<file path="src/rtl/riscv_pkg.sv">
// Shared RV32I control definitions: opcodes, ALU operations, mux selects,
// multi-cycle controller states and the branch condition helper.
package riscv_pkg;

   typedef enum logic [6:0] {
      RType    = 7'b0110011,
      Load     = 7'b0000011,
      IType    = 7'b0010011,
      SType    = 7'b0100011,
      BType    = 7'b1100011,
      AddUpp   = 7'b0010111,  // auipc
      LoadUpp  = 7'b0110111,  // lui
      JumpImm  = 7'b1101111,  // jal
      JumpLink = 7'b1100111   // jalr
   } opcode_t;

   typedef enum logic [3:0] {
      ALU_ADD  = 4'd0,
      ALU_SUB  = 4'd1,
      ALU_AND  = 4'd2,
      ALU_OR   = 4'd3,
      ALU_XOR  = 4'd4,
      ALU_SLT  = 4'd5,
      ALU_SLTU = 4'd6,
      ALU_SLL  = 4'd7,
      ALU_SRL  = 4'd8,
      ALU_SRA  = 4'd9
   } alu_op_t;

   typedef enum logic [2:0] {
      IMM_I = 3'd0,
      IMM_S = 3'd1,
      IMM_B = 3'd2,
      IMM_U = 3'd3,
      IMM_J = 3'd4
   } imm_src_t;

   typedef enum logic [1:0] {
      RES_ALUOUT    = 2'b00,
      RES_READDATA  = 2'b01,
      RES_ALURESULT = 2'b10,
      RES_IMMEXT    = 2'b11
   } result_src_t;

   typedef enum logic [3:0] {
      S_FETCH    = 4'd0,
      S_DECODE   = 4'd1,
      S_MEMADR   = 4'd2,
      S_MEMREAD  = 4'd3,
      S_MEMWB    = 4'd4,
      S_MEMWRITE = 4'd5,
      S_EXECR    = 4'd6,
      S_ALUWB    = 4'd7,
      S_EXECI    = 4'd8,
      S_BRANCH   = 4'd9,
      S_JAL      = 4'd10,
      S_JALR     = 4'd11,
      S_LUI      = 4'd12,
      S_AUIPC    = 4'd13,
      S_TRAP     = 4'd14
   } mcstate_t;

   // ALU operand A / B select encodings
   localparam logic [1:0] SRCA_PC    = 2'b00;
   localparam logic [1:0] SRCA_OLDPC = 2'b01;
   localparam logic [1:0] SRCA_RS1   = 2'b10;
   localparam logic [1:0] SRCB_RS2   = 2'b00;
   localparam logic [1:0] SRCB_IMM   = 2'b01;
   localparam logic [1:0] SRCB_FOUR  = 2'b10;

   // Branch outcome from the ALU flags; 010/011 are not branches and never take.
   function automatic logic branch_taken(input logic [2:0] funct3,
                                         input logic       zero,
                                         input logic       lt,
                                         input logic       ltu);
      case (funct3)
         3'b000:  return zero;
         3'b001:  return !zero;
         3'b100:  return lt;
         3'b101:  return !lt;
         3'b110:  return ltu;
         3'b111:  return !ltu;
         default: return 1'b0;
      endcase
   endfunction

endpackage

</file>
<file path="src/rtl/alu_decoder_v2.sv">
// ALU operation decode from funct3/funct7[5]. op5 separates register
// (sub allowed) from immediate forms, where only srai looks at funct7[5].
module alu_decoder_v2
   import riscv_pkg::*;
(
   input  logic [2:0] funct3,
   input  logic       funct7_5,
   input  logic       op5,
   input  logic       is_branch,
   output alu_op_t    alu_control
);

   // Map funct fields onto an ALU operation; branches always compare by subtracting.
   always_comb begin
      // NOTE: default assigned first so every path drives the output and no latch is inferred.
      alu_control = ALU_ADD;
      if (is_branch) begin
         alu_control = ALU_SUB;
      end else begin
         case (funct3)
            3'b000:  alu_control = (op5 && funct7_5) ? ALU_SUB : ALU_ADD;
            3'b001:  alu_control = ALU_SLL;
            3'b010:  alu_control = ALU_SLT;
            3'b011:  alu_control = ALU_SLTU;
            3'b100:  alu_control = ALU_XOR;
            3'b101:  alu_control = funct7_5 ? ALU_SRA : ALU_SRL;
            3'b110:  alu_control = ALU_OR;
            default: alu_control = ALU_AND;
         endcase
      end
   end

endmodule

</file>
<file path="src/rtl/multicycle_control_fsm.sv">
// Multi-cycle RV32I controller: sequences each instruction through the shared
// memory and single ALU, stalls on mem_ready_i, traps on illegal opcodes and
// memory timeouts. Outputs are decoded from state; FETCH enables and branch
// PCWrite are additionally gated by the current-cycle inputs.
module multicycle_control_fsm
   import riscv_pkg::*;
#(
   parameter int INSTR_WIDTH = 32,
   parameter int MEM_TIMEOUT = 15,
   parameter int TO_WIDTH    = 4
) (
   input  logic                   clk,
   input  logic                   rst,
   input  logic [INSTR_WIDTH-1:0] instr_i,
   input  logic                   zero_i,
   input  logic                   lt_i,
   input  logic                   ltu_i,
   input  logic                   mem_ready_i,
   output logic                   PCWrite_o,
   output logic                   AdrSrc_o,
   output logic                   MemRead_o,
   output logic                   MemWrite_o,
   output logic                   IRWrite_o,
   output logic [1:0]             ResultSrc_o,
   output logic [1:0]             ALUSrcA_o,
   output logic [1:0]             ALUSrcB_o,
   output logic [3:0]             ALUControl_o,
   output logic [2:0]             ImmSrc_o,
   output logic                   RegWrite_o,
   output logic                   trap_o,
   output logic [3:0]             state_o
);

   mcstate_t            state, state_next;
   logic [TO_WIDTH-1:0] to_cnt;
   logic                trap;
   logic                waiting;
   logic                timeout_hit;
   alu_op_t             alu_sel;

   logic [2:0] funct3;
   logic       funct7_5;
   logic       op5;
   logic       unused_instr;

   assign funct3       = instr_i[14:12];
   assign funct7_5     = instr_i[30];
   assign op5          = instr_i[5];
   assign unused_instr = ^{instr_i[INSTR_WIDTH-1:31], instr_i[29:15], instr_i[11:7]};

   assign waiting     = (state == S_FETCH) || (state == S_MEMREAD) || (state == S_MEMWRITE);
   // A ready in the same cycle takes priority, so timeout only fires without it.
   assign timeout_hit = (MEM_TIMEOUT != 0) && waiting && !mem_ready_i &&
                        (to_cnt == TO_WIDTH'(MEM_TIMEOUT));

   alu_decoder_v2 u_alu_dec (
      .funct3      (funct3),
      .funct7_5    (funct7_5),
      .op5         (op5),
      .is_branch   (state == S_BRANCH),
      .alu_control (alu_sel)
   );

   // Next-state selection.
   always_comb begin
      state_next = state;
      case (state)
         S_FETCH: begin
            if (mem_ready_i)      state_next = S_DECODE;
            else if (timeout_hit) state_next = S_TRAP;
         end
         S_DECODE: begin
            case (instr_i[6:0])
               Load, SType: state_next = S_MEMADR;
               RType:       state_next = S_EXECR;
               IType:       state_next = S_EXECI;
               BType:       state_next = S_BRANCH;
               JumpImm:     state_next = S_JAL;
               JumpLink:    state_next = S_JALR;
               LoadUpp:     state_next = S_LUI;
               AddUpp:      state_next = S_AUIPC;
               default:     state_next = S_TRAP;
            endcase
         end
         S_MEMADR:   state_next = op5 ? S_MEMWRITE : S_MEMREAD;
         S_MEMREAD: begin
            if (mem_ready_i)      state_next = S_MEMWB;
            else if (timeout_hit) state_next = S_TRAP;
         end
         S_MEMWRITE: begin
            if (mem_ready_i)      state_next = S_FETCH;
            else if (timeout_hit) state_next = S_TRAP;
         end
         S_MEMWB, S_ALUWB, S_LUI:              state_next = S_FETCH;
         S_EXECR, S_EXECI, S_JAL, S_JALR, S_AUIPC: state_next = S_ALUWB;
         S_BRANCH:   state_next = (funct3[2:1] == 2'b01) ? S_TRAP : S_FETCH;
         default:    state_next = S_TRAP;
      endcase
   end

   // State, memory-wait counter and sticky trap flag.
   always_ff @(posedge clk or posedge rst) begin
      if (rst) begin
         state  <= S_FETCH;
         to_cnt <= '0;
         trap   <= 1'b0;
      end else begin
         // NOTE: non-blocking assignments so every register samples pre-edge values.
         state <= state_next;
         if (state_next != state)
            to_cnt <= '0;
         else if (waiting && !mem_ready_i && (to_cnt != '1))
            to_cnt <= to_cnt + TO_WIDTH'(1);
         if (state_next == S_TRAP)
            trap <= 1'b1;
      end
   end

   // Datapath control decode; everything is forced low while rst is high.
   always_comb begin
      PCWrite_o    = 1'b0;
      AdrSrc_o     = 1'b0;
      MemRead_o    = 1'b0;
      MemWrite_o   = 1'b0;
      IRWrite_o    = 1'b0;
      ResultSrc_o  = RES_ALUOUT;
      ALUSrcA_o    = SRCA_PC;
      ALUSrcB_o    = SRCB_RS2;
      ALUControl_o = ALU_ADD;
      ImmSrc_o     = IMM_I;
      RegWrite_o   = 1'b0;
      trap_o       = 1'b0;
      state_o      = '0;
      if (!rst) begin
         trap_o  = trap;
         state_o = state;
         case (state)
            S_FETCH: begin
               MemRead_o   = 1'b1;
               ALUSrcB_o   = SRCB_FOUR;
               ResultSrc_o = RES_ALURESULT;
               IRWrite_o   = mem_ready_i;
               PCWrite_o   = mem_ready_i;
            end
            S_DECODE: begin
               ALUSrcA_o = SRCA_OLDPC;
               ALUSrcB_o = SRCB_IMM;
               ImmSrc_o  = IMM_B;
            end
            S_MEMADR: begin
               ALUSrcA_o = SRCA_RS1;
               ALUSrcB_o = SRCB_IMM;
               ImmSrc_o  = op5 ? IMM_S : IMM_I;
            end
            S_MEMREAD: begin
               AdrSrc_o  = 1'b1;
               MemRead_o = 1'b1;
            end
            S_MEMWB: begin
               ResultSrc_o = RES_READDATA;
               RegWrite_o  = 1'b1;
            end
            S_MEMWRITE: begin
               AdrSrc_o   = 1'b1;
               MemWrite_o = 1'b1;
            end
            S_EXECR: begin
               ALUSrcA_o    = SRCA_RS1;
               ALUControl_o = alu_sel;
            end
            S_EXECI: begin
               // Immediate ops still take rs1 as the first operand.
               ALUSrcA_o    = SRCA_RS1;
               ALUSrcB_o    = SRCB_IMM;
               ALUControl_o = alu_sel;
            end
            S_ALUWB: begin
               RegWrite_o = 1'b1;
            end
            S_BRANCH: begin
               ALUSrcA_o    = SRCA_RS1;
               ALUControl_o = alu_sel;
               PCWrite_o    = branch_taken(funct3, zero_i, lt_i, ltu_i);
            end
            S_JAL: begin
               ALUSrcA_o = SRCA_OLDPC;
               ALUSrcB_o = SRCB_FOUR;
               PCWrite_o = 1'b1;
            end
            S_JALR: begin
               ALUSrcA_o   = SRCA_RS1;
               ALUSrcB_o   = SRCB_IMM;
               ResultSrc_o = RES_ALURESULT;
               PCWrite_o   = 1'b1;
            end
            S_LUI: begin
               ImmSrc_o    = IMM_U;
               ResultSrc_o = RES_IMMEXT;
               RegWrite_o  = 1'b1;
            end
            S_AUIPC: begin
               ALUSrcA_o = SRCA_OLDPC;
               ALUSrcB_o = SRCB_IMM;
               ImmSrc_o  = IMM_U;
            end
            default: ;  // TRAP: every enable stays low
         endcase
      end
   end

endmodule
</file>
<file path="config.mk">
export PLATFORM = sky130hd
export DESIGN_NAME = multicycle_control_fsm
export DESIGN_NICKNAME = d
export VERILOG_FILES = /design/src/rtl/riscv_pkg.sv /design/src/rtl/alu_decoder_v2.sv /design/src/rtl/multicycle_control_fsm.sv
export SDC_FILE = /design/constraint.sdc
export NUM_CORES = 1
export LEC_CHECK = 0
export CORE_MARGIN = 2
export CORE_UTILIZATION = 42
export CTS_BUF_LIST = sky130_fd_sc_hd__clkbuf_8
export DETAILED_ROUTE_END_ITERATION = 10
export GPL_ROUTABILITY_DRIVEN = 0
export HOLD_SLACK_MARGIN = 0.06
export PLACE_DENSITY = 0.83
export SETUP_SLACK_MARGIN = 0.5
export SLEW_MARGIN = 25
export SYNTH_ARGS = -nofsm -noshare
export SYNTH_HDL_FRONTEND = slang
export SYNTH_SLANG_ARGS = --single-unit
</file>
<file path="constraint.sdc">
create_clock -name clk -period 2.46 [get_ports clk]
set_input_delay 0.369 -clock clk [delete_from_list [all_inputs] [get_ports clk]]
set_output_delay 0.369 -clock clk [all_outputs]
set_load 0.1 [all_outputs]
</file>
==> results.cfg, run 1 <==
[yosys]
syn-cell-area_um2 = 1260
ys_ff_latch = 9
synth_top_area_cell = dfrtp_1
synth_seq_area_share_pct = 17.9
synth-xor-area-share_pct = 6.87
synthArstFlopShare_pct = 100
synthTopCellsByArea = dfrtp_1 18%, nor2_1 6.0%, nor3_1 5.2%, nor2b_1 5.0%, a21oi_1 4.8%
syn_area_per_cell_um2 = 7.06
synth_top_family_by_area = simple AND/OR/NAND/NOR gates
yosys.area_share.adder_pct = 0.995
synth-edff-count = 0
syn-num-nets = 217
ys_warn_count = 0
synth_compound_area_share_pct = 19.9
synth.area.mux_share_pct = 5.67
synthCells = 178
synthFlopType = dfrtp_1
ys_types = 48
synth.top_cell.area_share_pct = 17.9
yosys.area_share.simple_pct = 39.2

[clocking]
cts_inserted_buffers = 3
clockRootBuffer = clkbuf_8
cts_buffer_depth = 2
h-tree-depth = 1
cts.sinks = 9

[sta]
endpoint_type = primary output
worst_endpoint = ALUControl_o[3]

[status]
status = did not finish
stop_stage = global routing (5_1_grt)
run.stop_error = [ERROR DPL-0033] detailed placement checks failed during check placement.

[placement]
dp_hpwl_mm = 3.39
port_buffers = 39

[global_route]
antenna_found_initial = 0
grt_max_degree = 19

[floorplanning]
initial_utilization_pct = 44.8
ios = 62
die_h_um = 58.7
die_width_um = 58.7
num_rows = 19
## metrics by stage
stage	setup slack, ns	cells	hold slack, ns	area, µm²
2_1_floorplan	0.0476	178	0.391	1590
4_1_cts	0.417	268	0.150	2490
3_3_place_gp	-0.0838	248	0.391	2210
3_5_place_dp	-0.108	248	0.395	2210
## logic make-up after synthesis
| group | after synthesis |
|---|---|
| XOR/XNOR | 9 |
| other | 1 |
| multiplexers | 7 |
| buffers and inverters | 23 |
| AND/OR/NAND/NOR | 93 |
| AO/OA/AOI/OAI | 35 |
| flip-flops | 9 |
| adder cells (fa/ha/maj) | 1 |
## cells in the mapped netlist (2+ instances only)
master / instances
a211o_1: 2
a21oi_1: 12
and3_1: 4
buf_2: 2
buf_4: 3
buf_6: 2
clkbuf_1: 5
dfrtp_1: 9
inv_1: 10
mux2i_1: 6
nand2_1: 15
nand2b_1: 9
nand3_1: 6
nand4_1: 2
nor2_1: 20
nor2_2: 2
nor2b_1: 10
nor3_1: 13
nor4_1: 3
nor4b_1: 2
o21ai_0: 6
o22ai_1: 2
o41ai_1: 2
xnor2_1: 3
xor2_1: 5
## repair_timing
action,in CTS
setup endpoints to repair,24
setup buffers,16
gates resized for setup,50
hold buffers,0
pin swaps,21
==> inputs of run 2 (changes only) <==
--- a/config.mk
+++ b/config.mk
@@ -6,13 +6,10 @@
 export NUM_CORES = 1
 export LEC_CHECK = 0
 export CORE_MARGIN = 2
-export CORE_UTILIZATION = 42
-export CTS_BUF_LIST = sky130_fd_sc_hd__clkbuf_8
+export CORE_UTILIZATION = 30
 export DETAILED_ROUTE_END_ITERATION = 10
 export GPL_ROUTABILITY_DRIVEN = 0
-export HOLD_SLACK_MARGIN = 0.06
-export PLACE_DENSITY = 0.83
-export SETUP_SLACK_MARGIN = 0.5
+export PLACE_DENSITY_LB_ADDON = 0.15
 export SLEW_MARGIN = 25
 export SYNTH_ARGS = -nofsm -noshare
 export SYNTH_HDL_FRONTEND = slang
==> results.cfg, run 2 <==
[status]
status = finished clean

[sta]
final.period_utilization_pct = 96.3
hold_violations = 0
clock_skew_ns = 0.00187
finalSetupViolCount = 0
hold_slack_ns = 0.466
tightest_slew_ns = 0.529
fin_crit_ns = 2.37
rsz0062_at_grt = no
slew_headroom_pct = 64.7
finalMaxSlewViolations = 0
max_freq_mhz = 422

[yosys]
synthFlopType = dfrtp_1
syn-num-nets = 217
synth-edff-count = 0
synthTopCellsByArea = dfrtp_1 18%, nor2_1 6.0%, nor3_1 5.2%, nor2b_1 5.0%, a21oi_1 4.8%
ys_types = 48
synth_seq_area_share_pct = 17.9
synth_commonest_cells = 20 x nor2_1, 15 x nand2_1, 13 x nor3_1
synth_top_area_cell = dfrtp_1
synth.most_common_cell = nor2_1
synthCells = 178
synth.top_cell.area_share_pct = 17.9
ys_ff_latch = 9
ys_warn_count = 0
synthArstFlopShare_pct = 100
syn-cell-area_um2 = 1260
syn_area_per_cell_um2 = 7.06

[final_layout]
syn_to_final_growth_pct = 70.4
largestRegisters = state x4, to_cnt x4, trap x1
layout-drive-gt1-share_pct = 32.6
instances_no_fill = 274
antenna_cells = 0
fillers = 378
postLayoutCoreUtil_pct = 53.2
final_cell_mix = 23 x buf_12, 16 x buf_4, 15 x nand2_1
fin_nets = 264
mostFrequentLayoutCell = buf_12
design_area_um2 = 2140

[clocking]
cts_tree = yes
cts_inserted_buffers = 3
clkSlewWorstSetupHoldPaths_ns = 0.04
clockRootBuffer = clkbuf_8
cts.sinks = 9
cts_buffer_depth = 2
h-tree-depth = 1
clk_latency_ns = 0.23
cts_setup_buffers = 0
holdBufCountCts = 0

[placement]
placed_cell_area_um2 = 2090
dp_hpwl_mm = 3.21
port_buffers = 39
dpl.cell_count = 270

[critical_path]
crit_path_end_kind = primary output
cp_max_fo = 1
critPathLaunchType = primary input
r2r_cells = 6
required_ns = 2.09
cp.arrival_ns = 2.00
regToRegSetupSlack_ns = 0.33
worstReg2RegEnd = to_cnt[1]
crit_family = buffers and inverters
worstSetupStartpoint = lt_i
crit_chain = clkdlybuf4s50_1 > mux2i_1 > xor2_1 > o22ai_1 > a21oi_1 > mux2_4 > nor3_4 > buf_12
cp_slowest_cell = clkdlybuf4s50_1
r2r_start = state[0]
crit_buf_inv = 2
slowest_delay_ns = 0.46
critPathKind = primary input to primary output
cp.depth = 8
crit_end = PCWrite_o

[floorplanning]
num_rows = 23
core_um2 = 4030
initial_utilization_pct = 31.2
die_area_um2 = 4730
die_width_um = 68.7
die_h_um = 68.7
ios = 62

[power_and_ir_drop]
p_sw_mw = 1.77
power_frac_comb_pct = 84.6
pwr_density_cell_nw_per_um2 = 1390
leakage_nw = 0.886
switching_share_pct = 59.1
ir_drop_mv = 0.784
internal_power_mw = 1.22
seqPwrFrac_pct = 9.8
pwr-share-clk_pct = 5.6
report.power.total_mw = 2.99

[global_route]
antenna_found_initial = 0
grt_util_all_layers_pct = 18.3
grt_pass1_vias = 1472
grt_overflow_total = 0
grt_max_degree = 14
grt_pass1_wl_mm = 6.66

[min_path]
hold_depth = 1
hold_class = flip-flop to flip-flop

[detailed_routing]
antenna_left = 0
drc = 0
dr.first_iter.drc_count = 77
num_vias = 1463
drt-pass1-iter-count = 4
drt-vias-per-instance = 5.34
post_drt_wl_per_cell_um = 14.2
finalWirelength_mm = 3.90

[job]
max-cap-violations = 0
## run 2: cell counts after synthesis
Identical to the previous run, type by type.
## run 2: stage by stage
step | setup slack [ns] | setup TNS [ns]
floorplan | -0.489 | -1.42
global placement | -0.00249 | -0.00249
detailed placement | -0.0455 | -0.0455
CTS | 0.00713 | 0
global route | 0.00466 | 0
finish | 0.0903 | 0
## run 2: how the worst min path moves through the flow
stage,from,to,slack (ns)
global route,trap,trap,0.49
floorplan,trap,trap,0.43
CTS,trap,trap,0.47
detailed placement,trap,trap,0.46
finish,trap,trap,0.47
global placement,trap,trap,0.45
## run 2: timing repair
item | in CTS | in global routing
gates resized for setup | 2 | 3
setup endpoints to repair | 1 | 4
pin swaps | 2 | 1
## run 2: layer usage
| metal | global-route usage, % | part of all wire [%] | vias to the layer above |
|---|---|---|---|
| li1 | - | - | 716 |
| met1 | 23.4 | 43 | 697 |
| met2 | 32.8 | 51 | 44 |
| met3 | 0.974 | 4.9 | 6 |
| met4 | 6.13 | 1.8 | 0 |
| met5 | 0 | 0 | - |
## run 2: area by class of cell
cell class	instances	area (µm²)	share of cell area, %
multi-input combinational	146	1030	48.0
timing repair buffer	55	742	34.6
tap	50	62.6	2.92
inverter	10	37.5	1.75
clock buffer	4	45.0	2.10
sequential	9	228	10.6
## run 2: power by group through the flow
stage	Sequential, mW	Clock, mW	Combinational [mW]
detailed placement	0.287	0	2.53
floorplan	0.227	0	1.81
global placement	0.280	0	2.49
CTS	0.287	0.173	2.54
global route	0.301	0.183	2.69
finish	0.292	0.168	2.53
## run 2: kinds of logic after synthesis
kind of cell / synth area share [%]
AND/OR/NAND/NOR: 39.2
AO/OA/AOI/OAI: 19.9
multiplexers: 5.67
flip-flops: 17.9
other: 0.298
XOR/XNOR: 6.87
buffers and inverters: 9.15
adder cells (fa/ha/maj): 0.995
Power figures use the tool's default switching activity.
==> inputs of run 3 (changes only) <==
--- a/config.mk
+++ b/config.mk
@@ -5,7 +5,7 @@
 export SDC_FILE = /design/constraint.sdc
 export NUM_CORES = 1
 export LEC_CHECK = 0
-export CORE_MARGIN = 2
+export CORE_MARGIN = 1
 export CORE_UTILIZATION = 30
 export DETAILED_ROUTE_END_ITERATION = 10
 export GPL_ROUTABILITY_DRIVEN = 0
==> results.cfg, run 3 (synthesized netlist as in run 2, its figures left out) <==
[final_layout]
instances_no_fill = 273
largestRegisters = state x4, to_cnt x4, trap x1
layout-drive-gt1-share_pct = 32.7
fin_nets = 263
mostFrequentLayoutCell = buf_12
design_area_um2 = 2140
syn_to_final_growth_pct = 70.0
final_cell_mix = 23 x buf_12, 15 x nand2_1, 15 x buf_4
antenna_cells = 0
postLayoutCoreUtil_pct = 53.4

[global_route]
grt_max_degree = 17
grt_util_all_layers_pct = 17.8
grt_pass1_wl_mm = 6.12
grt_pass1_vias = 1368
grt_overflow_total = 0
antenna_found_initial = 0

[sta]
hold_slack_ns = 0.476
tns_ns = 0
clock_skew_ns = 0.00176
rsz0062_at_grt = no
slew_headroom_pct = 66.7
final.period_utilization_pct = 95.0
hold_violations = 0
fin_crit_ns = 2.34
tightest_slew_ns = 0.498
max_freq_mhz = 428
finalMaxSlewViolations = 0
finalSetupViolCount = 0

[floorplanning]
die_h_um = 66.7
initial_utilization_pct = 31.4
die_area_um2 = 4450
die_width_um = 66.7
ios = 62
core_um2 = 4000
num_rows = 23

[clocking]
cts_buffer_depth = 2
h-tree-depth = 1
cts_tree = yes
cts_inserted_buffers = 3
clkSlewWorstSetupHoldPaths_ns = 0.04
holdBufCountCts = 0
cts_setup_buffers = 0
clk_latency_ns = 0.23
cts.sinks = 9
clockRootBuffer = clkbuf_8

[critical_path]
critPathLaunchType = primary input
crit_buf_inv = 2
critPathKind = primary input to primary output
r2r_cells = 7
slowest_delay_ns = 0.46
regToRegSetupSlack_ns = 0.41
crit_chain = clkdlybuf4s50_1 > mux2i_1 > xor2_1 > o22ai_1 > a21oi_1 > mux2_4 > nor3_4 > buf_12
cp_slowest_cell = clkdlybuf4s50_1
crit_path_end_kind = primary output
cp.arrival_ns = 1.97
cp.depth = 8
required_ns = 2.09
cp_max_fo = 1
crit_family = buffers and inverters

[power_and_ir_drop]
seqPwrFrac_pct = 11.0
internal_power_mw = 1.21
switching_share_pct = 58.8
pwr_density_cell_nw_per_um2 = 1380
p_sw_mw = 1.73
leakage_nw = 0.880
ir_drop_mv = 0.751
pwr-share-clk_pct = 5.8
power_frac_comb_pct = 83.2

[status]
status = finished clean

[placement]
dpl.cell_count = 269
placed_cell_area_um2 = 2080
dp_hpwl_mm = 2.93
port_buffers = 39

[job]
max-cap-violations = 0

[detailed_routing]
post_drt_wl_per_cell_um = 13.5
dr.first_iter.drc_count = 34
drt-vias-per-instance = 5.18
drc = 0
num_vias = 1414
finalWirelength_mm = 3.67
drt-pass1-iter-count = 6
antenna_left = 0

[min_path]
hold_class = flip-flop to flip-flop
hold_depth = 1
[run 3: cell types whose count changed in the layout (fill, tap and decap cells not counted)]
| cell | previous run | this run |
|---|---|---|
| dfrtp_1 | 7 | 6 |
| dfrtp_2 | 2 | 3 |
| buf_4 | 16 | 15 |
[run 3: what timing repair did]
item | in CTS | in global routing
endpoints found under the setup margin | 1 | 8
pin swaps | 1 | 1
gates resized for setup | 1 | 5
hold endpoints to repair | 0 | 0
[run 3: cell type report]
class	instances	area [µm²]
Sequential cell	9	229
Tap cell	50	62.6
Clock buffer	4	45.0
Inverter	10	37.5
Multi-Input combinational cell	146	1030
Timing Repair Buffer	54	734
Fill cell	350	1860
[run 3: worst paths after layout]
check / from / endpoint
setup / recovery: zero_i / PCWrite_o
hold / removal: trap / trap
setup reg to reg: state[3] / to_cnt[1]
hold reg to reg: trap / trap
max in group asynchronous: rst / state[1]
min in group asynchronous: rst / state[2]
[run 3: power groups by stage]
stage | combinational (mW) | sequential [mW] | clock [mW]
5_1_grt | 2.58 | 0.341 | 0.185
3_3_place_gp | 2.42 | 0.311 | 0
3_5_place_dp | 2.44 | 0.317 | 0
2_1_floorplan | 1.81 | 0.227 | 0
4_1_cts | 2.45 | 0.313 | 0.177
6_report | 2.45 | 0.323 | 0.169
[run 3: per-layer routing]
metal / track usage [%] / vias up / routed length (µm)
met5: 0 / - / 0
met4: 6.12 / 0 / 51
met3: 1.71 / 7 / 184
met2: 30.3 / 40 / 1730
met1: 23.1 / 653 / 1710
li1: - / 714 / -
[run 3: stage by stage]
stage	worst slack, ns	power (mW)
4_1_cts	0.00644	2.94
2_1_floorplan	-0.489	2.04
6_report	0.123	2.94
5_1_grt	0.00546	3.11
3_3_place_gp	-0.0174	2.74
3_5_place_dp	-0.0928	2.76
